$ cat config.mk
export PLATFORM = sky130hd
export DESIGN_NAME = scratch_req_seq
export DESIGN_NICKNAME = d
export VERILOG_FILES = /design/src/rtl/scratch_seq_pkg.sv /design/src/rtl/scratch_req_seq.sv
export SDC_FILE = /design/constraint.sdc
export NUM_CORES = 1
export LEC_CHECK = 0
export CAP_MARGIN = 20
export CORE_AREA = 10 10 240 242
export CTS_CLUSTER_SIZE = 16
export DETAILED_ROUTE_END_ITERATION = 6
export DIE_AREA = 0 0 250 252
export GPL_TIMING_DRIVEN = 1
export PLACE_DENSITY_LB_ADDON = 0.1
export SKIP_CTS_REPAIR_TIMING = 1
export SYNTH_ARGS = -nofsm -noshare
export SYNTH_HDL_FRONTEND = slang
export SYNTH_SLANG_ARGS = --single-unit
$ cat constraint.sdc
create_clock -name clk_i -period 2.76 [get_ports clk_i]
set_input_delay 0.552 -clock clk_i [delete_from_list [all_inputs] [get_ports clk_i]]
set_output_delay 0.552 -clock clk_i [all_outputs]
set_load 0.005 [all_outputs]
$ cat src/rtl/scratch_seq_pkg.sv
// ---------------------------------------------------------------------------
// scratch_seq_pkg
// Shared types and constants for the scratchpad request sequencer.
//   state_e      : sequencer FSM states (idle / bus cycle / response)
//   ERR_*        : resp_err codes returned with every response
//   CTI_CLASSIC  : Wishbone cycle type identifier for a classic cycle
//   req_t        : one captured load/store request
//   in_window()  : window decode helper (upper 14 address bits vs base)
// ---------------------------------------------------------------------------
package scratch_seq_pkg;

    typedef enum logic [1:0] {
        ST_IDLE = 2'd0,
        ST_BUS  = 2'd1,
        ST_RESP = 2'd2
    } state_e;

    localparam logic [1:0] ERR_OK  = 2'b00;
    localparam logic [1:0] ERR_WIN = 2'b01;
    localparam logic [1:0] ERR_TMO = 2'b10;

    localparam logic [2:0] CTI_CLASSIC = 3'b000;

    typedef struct packed {
        logic         we;
        logic [15:0]  sel;
        logic [31:0]  adr;
        logic [127:0] dat;
        logic [7:0]   tag;
    } req_t;

    // The scratchpad decodes only the low 18 address bits, so the upper
    // 14 bits alone decide whether the request targets this window.
    function automatic logic in_window(input logic [31:0] adr,
                                       input logic [31:0] base);
        return adr[31:18] == base[31:18];
    endfunction

endpackage

$ cat src/rtl/scratch_req_seq.sv
// ---------------------------------------------------------------------------
// scratch_req_seq
// Bus-master sequencer in front of the 128-bit scratchpad. Takes one tagged
// request at a time, runs a single classic Wishbone cycle, waits for ack or
// times out, enforces an idle gap so stale acks from the slave's delay line
// drain away, and returns a tagged response.
//
// Ports
//   clk_i, rst_i              : clock, synchronous active-high reset
//   req_*                     : request channel (valid/ready handshake)
//   resp_*                    : response channel (valid/ready handshake)
//   cs_o cyc_o stb_o we_o     : Wishbone master controls
//   cti_o sel_o adr_o dat_o   : cycle type, byte lanes, offset, write data
//   bndx_o                    : request tag forwarded to the slave
//   ack_i dat_i bndx_i        : slave ack, read data, returned tag
//
// Optional build macro SCRATCH_REQ_SEQ_PERF_EN adds saturating performance
// counters perf_rd / perf_wr (acked reads / writes) and perf_tmo (timeouts).
// ---------------------------------------------------------------------------
module scratch_req_seq
    import scratch_seq_pkg::*;
#(
    parameter logic [31:0] BASE  = 32'hFFFC0000,
    parameter int unsigned TMO   = 32,
    parameter int unsigned DRAIN = 4
) (
    input  logic         clk_i,
    input  logic         rst_i,

    input  logic         req_valid,
    output logic         req_ready,
    input  logic         req_we,
    input  logic [15:0]  req_sel,
    input  logic [31:0]  req_adr,
    input  logic [127:0] req_dat,
    input  logic [7:0]   req_tag,

    output logic         resp_valid,
    input  logic         resp_ready,
    output logic [127:0] resp_dat,
    output logic [7:0]   resp_tag,
    output logic [1:0]   resp_err,

    output logic         cs_o,
    output logic         cyc_o,
    output logic         stb_o,
    output logic         we_o,
    output logic [2:0]   cti_o,
    output logic [15:0]  sel_o,
    output logic [17:0]  adr_o,
    output logic [127:0] dat_o,
    output logic [7:0]   bndx_o,
    input  logic         ack_i,
    input  logic [127:0] dat_i,
`ifdef SCRATCH_REQ_SEQ_PERF_EN
    output logic [31:0]  perf_rd,
    output logic [31:0]  perf_wr,
    output logic [15:0]  perf_tmo,
`endif
    input  logic [7:0]   bndx_i
);

    localparam int TMO_W   = (TMO > 1) ? $clog2(TMO) : 1;
    localparam int DRAIN_W = $clog2(DRAIN + 1);

    state_e               state_q, state_d;
    req_t                 req_q, req_d;
    logic                 req_ready_q, req_ready_d;
    logic                 bus_q, bus_d;
    logic [TMO_W-1:0]     tmo_q, tmo_d;
    logic [DRAIN_W-1:0]   drain_q, drain_d;
    logic                 resp_valid_q, resp_valid_d;
    logic [127:0]         resp_dat_q, resp_dat_d;
    logic [7:0]           resp_tag_q, resp_tag_d;
    logic [1:0]           resp_err_q, resp_err_d;

`ifdef SCRATCH_REQ_SEQ_PERF_EN
    logic [31:0]          perf_rd_q, perf_rd_d;
    logic [31:0]          perf_wr_q, perf_wr_d;
    logic [15:0]          perf_tmo_q, perf_tmo_d;
`endif

    // Next-state logic. The drain counter ticks down whenever the bus is
    // idle (ST_RESP and ST_IDLE); it is reloaded only when leaving ST_BUS,
    // because that is the only point where the slave may still have acks
    // in flight. A window miss never touches the bus so it needs no gap.
    always_comb begin
        state_d      = state_q;
        req_d        = req_q;
        bus_d        = bus_q;
        tmo_d        = tmo_q;
        drain_d      = drain_q;
        resp_valid_d = resp_valid_q;
        resp_dat_d   = resp_dat_q;
        resp_tag_d   = resp_tag_q;
        resp_err_d   = resp_err_q;
`ifdef SCRATCH_REQ_SEQ_PERF_EN
        perf_rd_d    = perf_rd_q;
        perf_wr_d    = perf_wr_q;
        perf_tmo_d   = perf_tmo_q;
`endif

        if (state_q != ST_BUS && drain_q != '0) begin
            drain_d = drain_q - 1'b1;
        end

        case (state_q)
            ST_IDLE: begin
                if (req_valid && req_ready_q) begin
                    req_d.we  = req_we;
                    req_d.sel = req_sel;
                    req_d.adr = req_adr;
                    req_d.dat = req_dat;
                    req_d.tag = req_tag;
                    if (!in_window(req_adr, BASE)) begin
                        state_d      = ST_RESP;
                        resp_valid_d = 1'b1;
                        resp_err_d   = ERR_WIN;
                        resp_dat_d   = '0;
                        resp_tag_d   = req_tag;
                    end else begin
                        state_d = ST_BUS;
                        bus_d   = 1'b1;
                        tmo_d   = '0;
                    end
                end
            end

            ST_BUS: begin
                // An ack in the final timeout cycle still counts as success.
                if (ack_i) begin
                    state_d      = ST_RESP;
                    bus_d        = 1'b0;
                    drain_d      = DRAIN_W'(DRAIN);
                    resp_valid_d = 1'b1;
                    resp_err_d   = ERR_OK;
                    resp_dat_d   = req_q.we ? '0 : dat_i;
                    resp_tag_d   = req_q.tag;
`ifdef SCRATCH_REQ_SEQ_PERF_EN
                    if (req_q.we) begin
                        if (perf_wr_q != '1) perf_wr_d = perf_wr_q + 1'b1;
                    end else begin
                        if (perf_rd_q != '1) perf_rd_d = perf_rd_q + 1'b1;
                    end
`endif
                end else if (tmo_q == TMO_W'(TMO - 1)) begin
                    state_d      = ST_RESP;
                    bus_d        = 1'b0;
                    drain_d      = DRAIN_W'(DRAIN);
                    resp_valid_d = 1'b1;
                    resp_err_d   = ERR_TMO;
                    resp_dat_d   = '0;
                    resp_tag_d   = req_q.tag;
`ifdef SCRATCH_REQ_SEQ_PERF_EN
                    if (perf_tmo_q != '1) perf_tmo_d = perf_tmo_q + 1'b1;
`endif
                end else begin
                    tmo_d = tmo_q + 1'b1;
                end
            end

            ST_RESP: begin
                if (resp_ready) begin
                    state_d      = ST_IDLE;
                    resp_valid_d = 1'b0;
                end
            end

            default: begin
                state_d = ST_IDLE;
                bus_d   = 1'b0;
            end
        endcase
    end

    // req_ready is registered from the next state, so a response handshake
    // can never open the request channel in the same cycle.
    always_comb begin
        req_ready_d = (state_d == ST_IDLE) && (drain_d == '0);
    end

    // All sequencer state and every output flop live here.
    always_ff @(posedge clk_i) begin
        if (rst_i) begin
            state_q      <= ST_IDLE;
            req_q        <= '0;
            req_ready_q  <= 1'b0;
            bus_q        <= 1'b0;
            tmo_q        <= '0;
            drain_q      <= '0;
            resp_valid_q <= 1'b0;
            resp_dat_q   <= '0;
            resp_tag_q   <= '0;
            resp_err_q   <= '0;
`ifdef SCRATCH_REQ_SEQ_PERF_EN
            perf_rd_q    <= '0;
            perf_wr_q    <= '0;
            perf_tmo_q   <= '0;
`endif
        end else begin
            state_q      <= state_d;
            req_q        <= req_d;
            req_ready_q  <= req_ready_d;
            bus_q        <= bus_d;
            tmo_q        <= tmo_d;
            drain_q      <= drain_d;
            resp_valid_q <= resp_valid_d;
            resp_dat_q   <= resp_dat_d;
            resp_tag_q   <= resp_tag_d;
            resp_err_q   <= resp_err_d;
`ifdef SCRATCH_REQ_SEQ_PERF_EN
            perf_rd_q    <= perf_rd_d;
            perf_wr_q    <= perf_wr_d;
            perf_tmo_q   <= perf_tmo_d;
`endif
        end
    end

    assign req_ready  = req_ready_q;
    assign resp_valid = resp_valid_q;
    assign resp_dat   = resp_dat_q;
    assign resp_tag   = resp_tag_q;
    assign resp_err   = resp_err_q;

    // cs/cyc/stb always move together for a single classic cycle.
    assign cs_o   = bus_q;
    assign cyc_o  = bus_q;
    assign stb_o  = bus_q;
    assign we_o   = req_q.we;
    assign cti_o  = CTI_CLASSIC;
    assign sel_o  = req_q.sel;
    assign adr_o  = req_q.adr[17:0];
    assign dat_o  = req_q.dat;
    assign bndx_o = req_q.tag;

`ifdef SCRATCH_REQ_SEQ_PERF_EN
    assign perf_rd  = perf_rd_q;
    assign perf_wr  = perf_wr_q;
    assign perf_tmo = perf_tmo_q;
`endif

    // The returned slave tag is informational only and the upper address
    // bits were already consumed by the window decode at accept time.
    logic unused_ok;
    assign unused_ok = ^{bndx_i, req_q.adr[31:18]};

endmodule

Word level (Yosys, flattened, before mapping)
Index checks and enable logic that the tools add are counted.

word-level totals
  word-level logic and storage cells = 85
  flip-flop bits (word level) = 322
  input port bits = 326

operators by class
  eq/ne operators = 12
  reductions and logical operators = 14
  muxes and demuxes = 42
  add/sub/neg operators = 2
  bitwise gates (word level) = 1

operators by type and width
  operator                                                            count
  128-bit 2-to-1 mux                                                  5
  128-bit one-hot mux with 2 select lines                             1
  8-bit 2-to-1 mux                                                    4
  5-bit 2-to-1 mux                                                    4
  2-bit 2-to-1 mux                                                    9
  8-bit one-hot mux with 2 select lines                               1
  14-bit equality test, second input constant                         1
  3-bit 2-to-1 mux                                                    4
  2-bit inequality test, second input constant                        6
  5-bit one-hot mux with 2 select lines                               1
  5-bit AND reduction                                                 2
  1-bit 2-to-1 mux                                                    9
  4-bit AND reduction                                                 2
  1-bit one-hot mux with 3 select lines                               2
  2-bit one-hot mux with 3 select lines                               1
  3-bit nonzero test                                                  2
  5-bit by 1-bit adder with 5-bit output, second input constant       1
  5-bit equality test, second input constant                          1
  2-bit logical NOT                                                   2
  2-bit one-hot mux with 2 select lines                               1
  1-bit logical AND                                                   3
  3-bit logical NOT                                                   1
  3-bit inequality test, second input constant                        1
  3-bit by 1-bit subtractor with 3-bit output, second input constant  1
  other kinds (6)                                                     6

Logic depth before layout (Yosys ltp)
  depth after elaboration = 8
  depth in mapped cells = 9

Worst setup path before layout
No wires, ideal clock.

  path kind = reg-to-reg
  from = reg tmo_q[0]
  to = reg resp_dat_q[108], in the netlist resp_dat[108]
  arrival time = 1.826 ns
  path slack = 0.817 ns
  setup time = 0.117 ns
  clock period less this slack = 1.943 ns
  buffers on the path = 2
  stages on the path, launching flop included = 10
  path through = dfxtp_1 ha_1 and3_1 ha_1 nor2_1 o21a_1 o21ba_2 buf_6 buf_4 a22o_1

between the ends
  longest elaborated chain between the ends = 3

RTL lines
  item                                    RTL line                RTL
  start, declared                         scratch_req_seq.sv:70   logic [TMO_W-1:0] tmo_q, tmo_d;
  start signal, assigned                  scratch_req_seq.sv:205  tmo_q <= tmo_d;
  5-bit equality test                     scratch_req_seq.sv:146  end else if (tmo_q == TMO_W'(TMO - 1)) begin
  3-bit inequality test (no source line)  --
  4-bit AND reduction (no source line)    --
  end signal, assigned                    scratch_req_seq.sv:208  resp_dat_q <= resp_dat_d;
  end, declared                           scratch_req_seq.sv:73   logic [127:0] resp_dat_q, resp_dat_d;

No other way between the ends.
A chain may end at the register's enable or synchronous reset.

Worst setup path after layout
  from = reg bus_q, in the netlist cs_o
  to = out cyc_o

RTL lines
  item                    RTL line                RTL
  start, declared         scratch_req_seq.sv:69   logic bus_q, bus_d;
  start signal, assigned  scratch_req_seq.sv:204  bus_q <= bus_d;
  end, declared           scratch_req_seq.sv:45   output logic cyc_o,

No word-level cell between the ends.

==> results by stage <==
Routing:
- In this run, the number of DRC markers left after iteration 0 of detailed routing was ~600.
- The per-cell via count in the routed design is between 4 and 5.
- The number of routed nets with antenna violations is 0.
- The total number of vias is 10720.
- The number of remaining DRC errors is 0.
- After detailed routing, the average wire length per cell comes to between 20 and 25 microns.
- The aggregate routed wire length is 54.0 mm.
- Before antenna repair, the detailed router went through 4 iterations.

STA:
- The transition time at the pin with the least slew margin is 0.971 ns.
- Setup violations remaining at the end of the flow were counted as 0.
- After routing, the total negative slack on setup checks comes to 0 ns.
- The slack of the critical path is 0.513 ns.
- The normalized max-slew margin is 35.3%.
- Static timing analysis puts the maximum clock frequency at between 0.4 and 0.5 GHz.
- Between clock sinks in the finished design, the worst skew comes to 0.0123 ns.
- The final number of hold-violating endpoints is 0.
- The final count of pins violating max slew is 0.
- Setup repair after global routing left no endpoint under its margin.
- The worst path uses around four fifths of the clock period.
- The smallest clock period supported by the final layout is computed as 2.25 ns.

Pwr:
- For this design the total switching power over the nets is 3.37 mW.
- Combinational cells account for 18.2% of the total power.
- In this run, flip-flops and latches consume 39.7% of the power.
- The share of power burned in the clock network is 42.1%.
- Cell internal power was estimated by the tool at 9.57 mW.
- For this design the static power due to leakage is 6.76 nW.
- The worst-case IR drop observed on VDD is 0.000369 V.
- In this run switching power makes up 26.1% of total power.
- Dividing total power by cell area gives a power density of between 600 and 700 nW/um^2.

Floorplanning:
- The die covers 63000 sq um.
- The initial core utilization is approximately a fifth.
- The floorplan step defined a core boundary enclosing 52400 sq um.
- The vertical die dimension is 252 microns.
- The I/O pin total is 643.
- The standard-cell row count is 84.
- The die is 250 microns wide.

Yosys:
- The warning count from the yosys run is 0.
- The adder-cell share of the synthesized area is 0.456%.
- After Yosys synthesis, and, or, nand and nor cells account for between 10 and 15% of the synthesized area.
- The mean post-synth cell area is 9.39 sq um.
- Of the total synthesized cell area, the portion taken by XOR and XNOR cells is 0%.
- The cell count after synthesis came out at 1170.
- Synthesis instantiated 40 different standard cells from the library.
- The combinational family with the most area after synthesis is compound AO/OA/AOI/OAI gates.
- The post-synthesis compound-gate area fraction is 20.3%.
- The cell area that synthesis handed to floorplanning was 11000 sq um.
- Measured against the total synthesized area, the mux share comes to 0.729%.
- The flip-flop cell with the highest count after synthesis is sky130_fd_sc_hd__dfxtp_1.
- In this run, synthesis produced a sequential element count of 322.
- The share of the Yosys chip area taken by registers is between 50% and 60%.
- Counting flops with an async set or reset pin after synthesis yields a share of 0%.
- In this run, synthesis inferred 0 flip-flops with an integrated enable.

Global route:
- The global-route wire length before repair is 76.4 mm.
- The total overflow left after global routing is 0.
- The total global-route track usage is 16.1%.
- Entering global routing, the biggest net connects 177 pins.
- The number of antenna violations at the first check in global routing is 8.
- The number of global-route vias before repair is around 11000.

Cells and area:
- The area overhead of the layout relative to synthesis is 75.5%.
- Measured on the finished design, the core utilization comes to 36.7%.
- The number of nets in the finished design is 2095.
- The filler cell count is 5321.
- The post-route netlist has 4.85% of its cells at a drive strength greater than 1.

Clock network:
- The clock reaches the later pin of the worst-skew pair after 0.55 ns.
- In this run the deepest clock path goes through 3 buffers.
- The count of H-tree levels built during CTS is 2.
- The number of clock sinks seen by CTS is 322.
- The number of CTS-inserted buffers is 40.
- The clock transition time at the flip-flop clock pins of the worst setup and hold paths is 0.06 ns.
- Clock tree synthesis selected as its root buffer the cell sky130_fd_sc_hd__clkbuf_16.
- The CTS tree is yes.

Outcome:
- The run finished with clean final reports.

Setup path:
- Measured in cells, the most critical reg-to-reg path has a length of 8.
- The end of the worst register-to-register path is resp_dat[39].
- The kind of critical path is reg2out.
- STA classifies the critical path startpoint as a flip-flop.
- The biggest fanout along the worst timing path is 4.
- Walking the worst path, the cells encountered are clkdlybuf4s50_1.
- The kind of cell adding the most delay to the critical path is buffers and inverters.
- The data arrival at the endpoint of the critical path is 1.70 ns.
- The standard cell with the maximum stage delay on the critical path is sky130_fd_sc_hd__clkdlybuf4s50_1.
- In this run the critical register-to-register path is launched from tmo_q[0].
- For this run, the slowest stage of the critical path takes ~0.59 ns.
- The nature of the critical path endpoint is an output port.
- The setup slack of the worst register-to-register path is 0.56 ns.
- The worst path required time is about 2.2 ns.
- The number of buffers and inverters on the critical path is 1.

Placed design:
- At the placement stage, the worst setup path has a slack of between 0.15 and 0.2 ns.
- The global placer's final weighted congestion is 0.775.
- The count of buffers from port buffering is roughly 630.
- The half-perimeter wire length after detailed placement is 40.3 mm.

Worst hold path:
- The worst min-delay path startpoint is rst_i.
- The class of the tightest hold or removal check is in2reg.
- The end point of the most critical hold path is dat_o[87].
- The cell count of the worst hold path is 2.

Run:
- The number of max-capacitance violations reported is 0.
## layer usage
layer / global-route usage, % / up-vias / wire, microns
li1: - / 5193 / -
met1: 17.0 / 5085 / 20200
met2: 28.7 / 365 / 27600
met3: 7.10 / 65 / 5160
met4: 3.80 / 12 / 929
met5: 0 / - / 84
## cells in the mapped netlist (2+ instances only)
| cell type | number | share of area, % |
|---|---|---|
| sky130_fd_sc_hd__nor2_1 | 7 | 0.24 |
| sky130_fd_sc_hd__buf_6 | 12 | 1.2 |
| sky130_fd_sc_hd__o21ai_0 | 10 | 0.46 |
| sky130_fd_sc_hd__nand2b_1 | 2 | 0.11 |
| sky130_fd_sc_hd__dfxtp_1 | 322 | 59 |
| sky130_fd_sc_hd__nand4_1 | 4 | 0.23 |
| sky130_fd_sc_hd__a21oi_1 | 187 | 8.5 |
| sky130_fd_sc_hd__mux2i_1 | 8 | 0.73 |
| sky130_fd_sc_hd__ha_1 | 4 | 0.46 |
| sky130_fd_sc_hd__buf_4 | 7 | 0.48 |
| sky130_fd_sc_hd__nor2b_1 | 2 | 0.11 |
| sky130_fd_sc_hd__nand3b_1 | 4 | 0.27 |
| sky130_fd_sc_hd__a31oi_1 | 3 | 0.17 |
| sky130_fd_sc_hd__buf_2 | 52 | 2.4 |
| sky130_fd_sc_hd__nor3_1 | 3 | 0.14 |
| sky130_fd_sc_hd__o21a_1 | 3 | 0.21 |
| sky130_fd_sc_hd__nand2_1 | 348 | 12 |
| sky130_fd_sc_hd__o211ai_1 | 4 | 0.27 |
| sky130_fd_sc_hd__or3_1 | 9 | 0.51 |
| sky130_fd_sc_hd__inv_1 | 4 | 0.14 |
| sky130_fd_sc_hd__clkbuf_1 | 28 | 0.96 |
| sky130_fd_sc_hd__a22o_1 | 129 | 10 |
## worst register-to-register path: stages (launching register included)
cell                      delay (ns)
sky130_fd_sc_hd__dfxtp_1        0.37
sky130_fd_sc_hd__ha_1           0.20
sky130_fd_sc_hd__and3_1         0.17
sky130_fd_sc_hd__ha_1           0.30
sky130_fd_sc_hd__nor2_1         0.10
sky130_fd_sc_hd__o21a_1         0.22
sky130_fd_sc_hd__o21ba_4        0.27
sky130_fd_sc_hd__buf_12         0.19
sky130_fd_sc_hd__a22o_1         0.27
## flip-flops by register name, indices dropped and copies added (netlist names)
name	count
resp_valid	1
dat_o	128
bndx_o	8
tmo_q	5
adr_o	18
resp_tag	8
drain_q	3
req_ready	1
we_o	1
state_q	2
resp_err	2
resp_dat	128
sel_o	16
cs_o	1
## layout make-up
class                           count  area [sq um]  share of cell area (%)
Multi-Input combinational cell    747          4020                    20.9
Timing Repair Buffer              650          6570                    34.1
Inverter                            4          15.0                  0.0779
Clock buffer                       61          1200                    6.23
Tap cell                          688           861                    4.47
Sequential cell                   322          6450                    33.4
Clock inverter                      9           153                   0.792
Antenna cell                        2          5.00                  0.0260
## cell usage in the layout, fill, tap and decap left out, types with 10 or more instances in the layout
| cell | netlist | final |
|---|---|---|
| sky130_fd_sc_hd__buf_4 | 7 | 10 |
| sky130_fd_sc_hd__clkbuf_8 | 0 | 10 |
| sky130_fd_sc_hd__a21oi_1 | 187 | 187 |
| sky130_fd_sc_hd__nand2_1 | 348 | 348 |
| sky130_fd_sc_hd__clkbuf_1 | 28 | 10 |
| sky130_fd_sc_hd__clkdlybuf4s50_1 | 0 | 630 |
| sky130_fd_sc_hd__a22o_1 | 129 | 129 |
| sky130_fd_sc_hd__clkbuf_16 | 0 | 41 |
| sky130_fd_sc_hd__o21ai_0 | 10 | 10 |
| sky130_fd_sc_hd__dfxtp_1 | 322 | 322 |
## power by group through the flow
stage	sequential [mW]	combinational, mW	clock (mW)
final	5.14	2.36	5.44
after global routing	5.18	2.59	5.82
after CTS	5.14	2.42	5.66
after detailed placement	5.24	2.41	0
after global placement	5.22	2.40	0
after floorplan	5.24	0.963	0
## worst max path at each step
stage                            from       endpoint  slack (ns)  cells past startpoint
final                            cs_o          cyc_o        0.51                      1
after CTS                        cs_o          cyc_o        0.43                      1
after global routing         tmo_q[0]    resp_tag[5]        0.39                      8
after global placement    req_adr[29]   resp_dat[51]        0.16                      6
after floorplan              tmo_q[0]  resp_dat[108]        0.82                      9
after detailed placement  req_adr[29]   resp_dat[43]        0.15                      6
## cell families after synthesis
logic type	count (synthesis)
compound gates	342
fa+ha+maj	4
buf+inv	103
flops	322
mux	8
other cells	1
simple gates	390
## stage by stage
step / hold slack [ns] / cell area, sq um / cells / total power [mW]
6_report: 0.354 / 19300 / 2483 / 12.9
5_1_grt: 0.333 / 19300 / 2482 / 13.6
4_1_cts: 0.304 / 19300 / 2481 / 13.2
3_5_place_dp: 0.445 / 17900 / 2411 / 7.65
3_3_place_gp: 0.442 / 17900 / 2411 / 7.63
2_1_floorplan: 0.453 / 11000 / 1172 / 6.21
No activity file was read; power rests on OpenSTA's default activity.
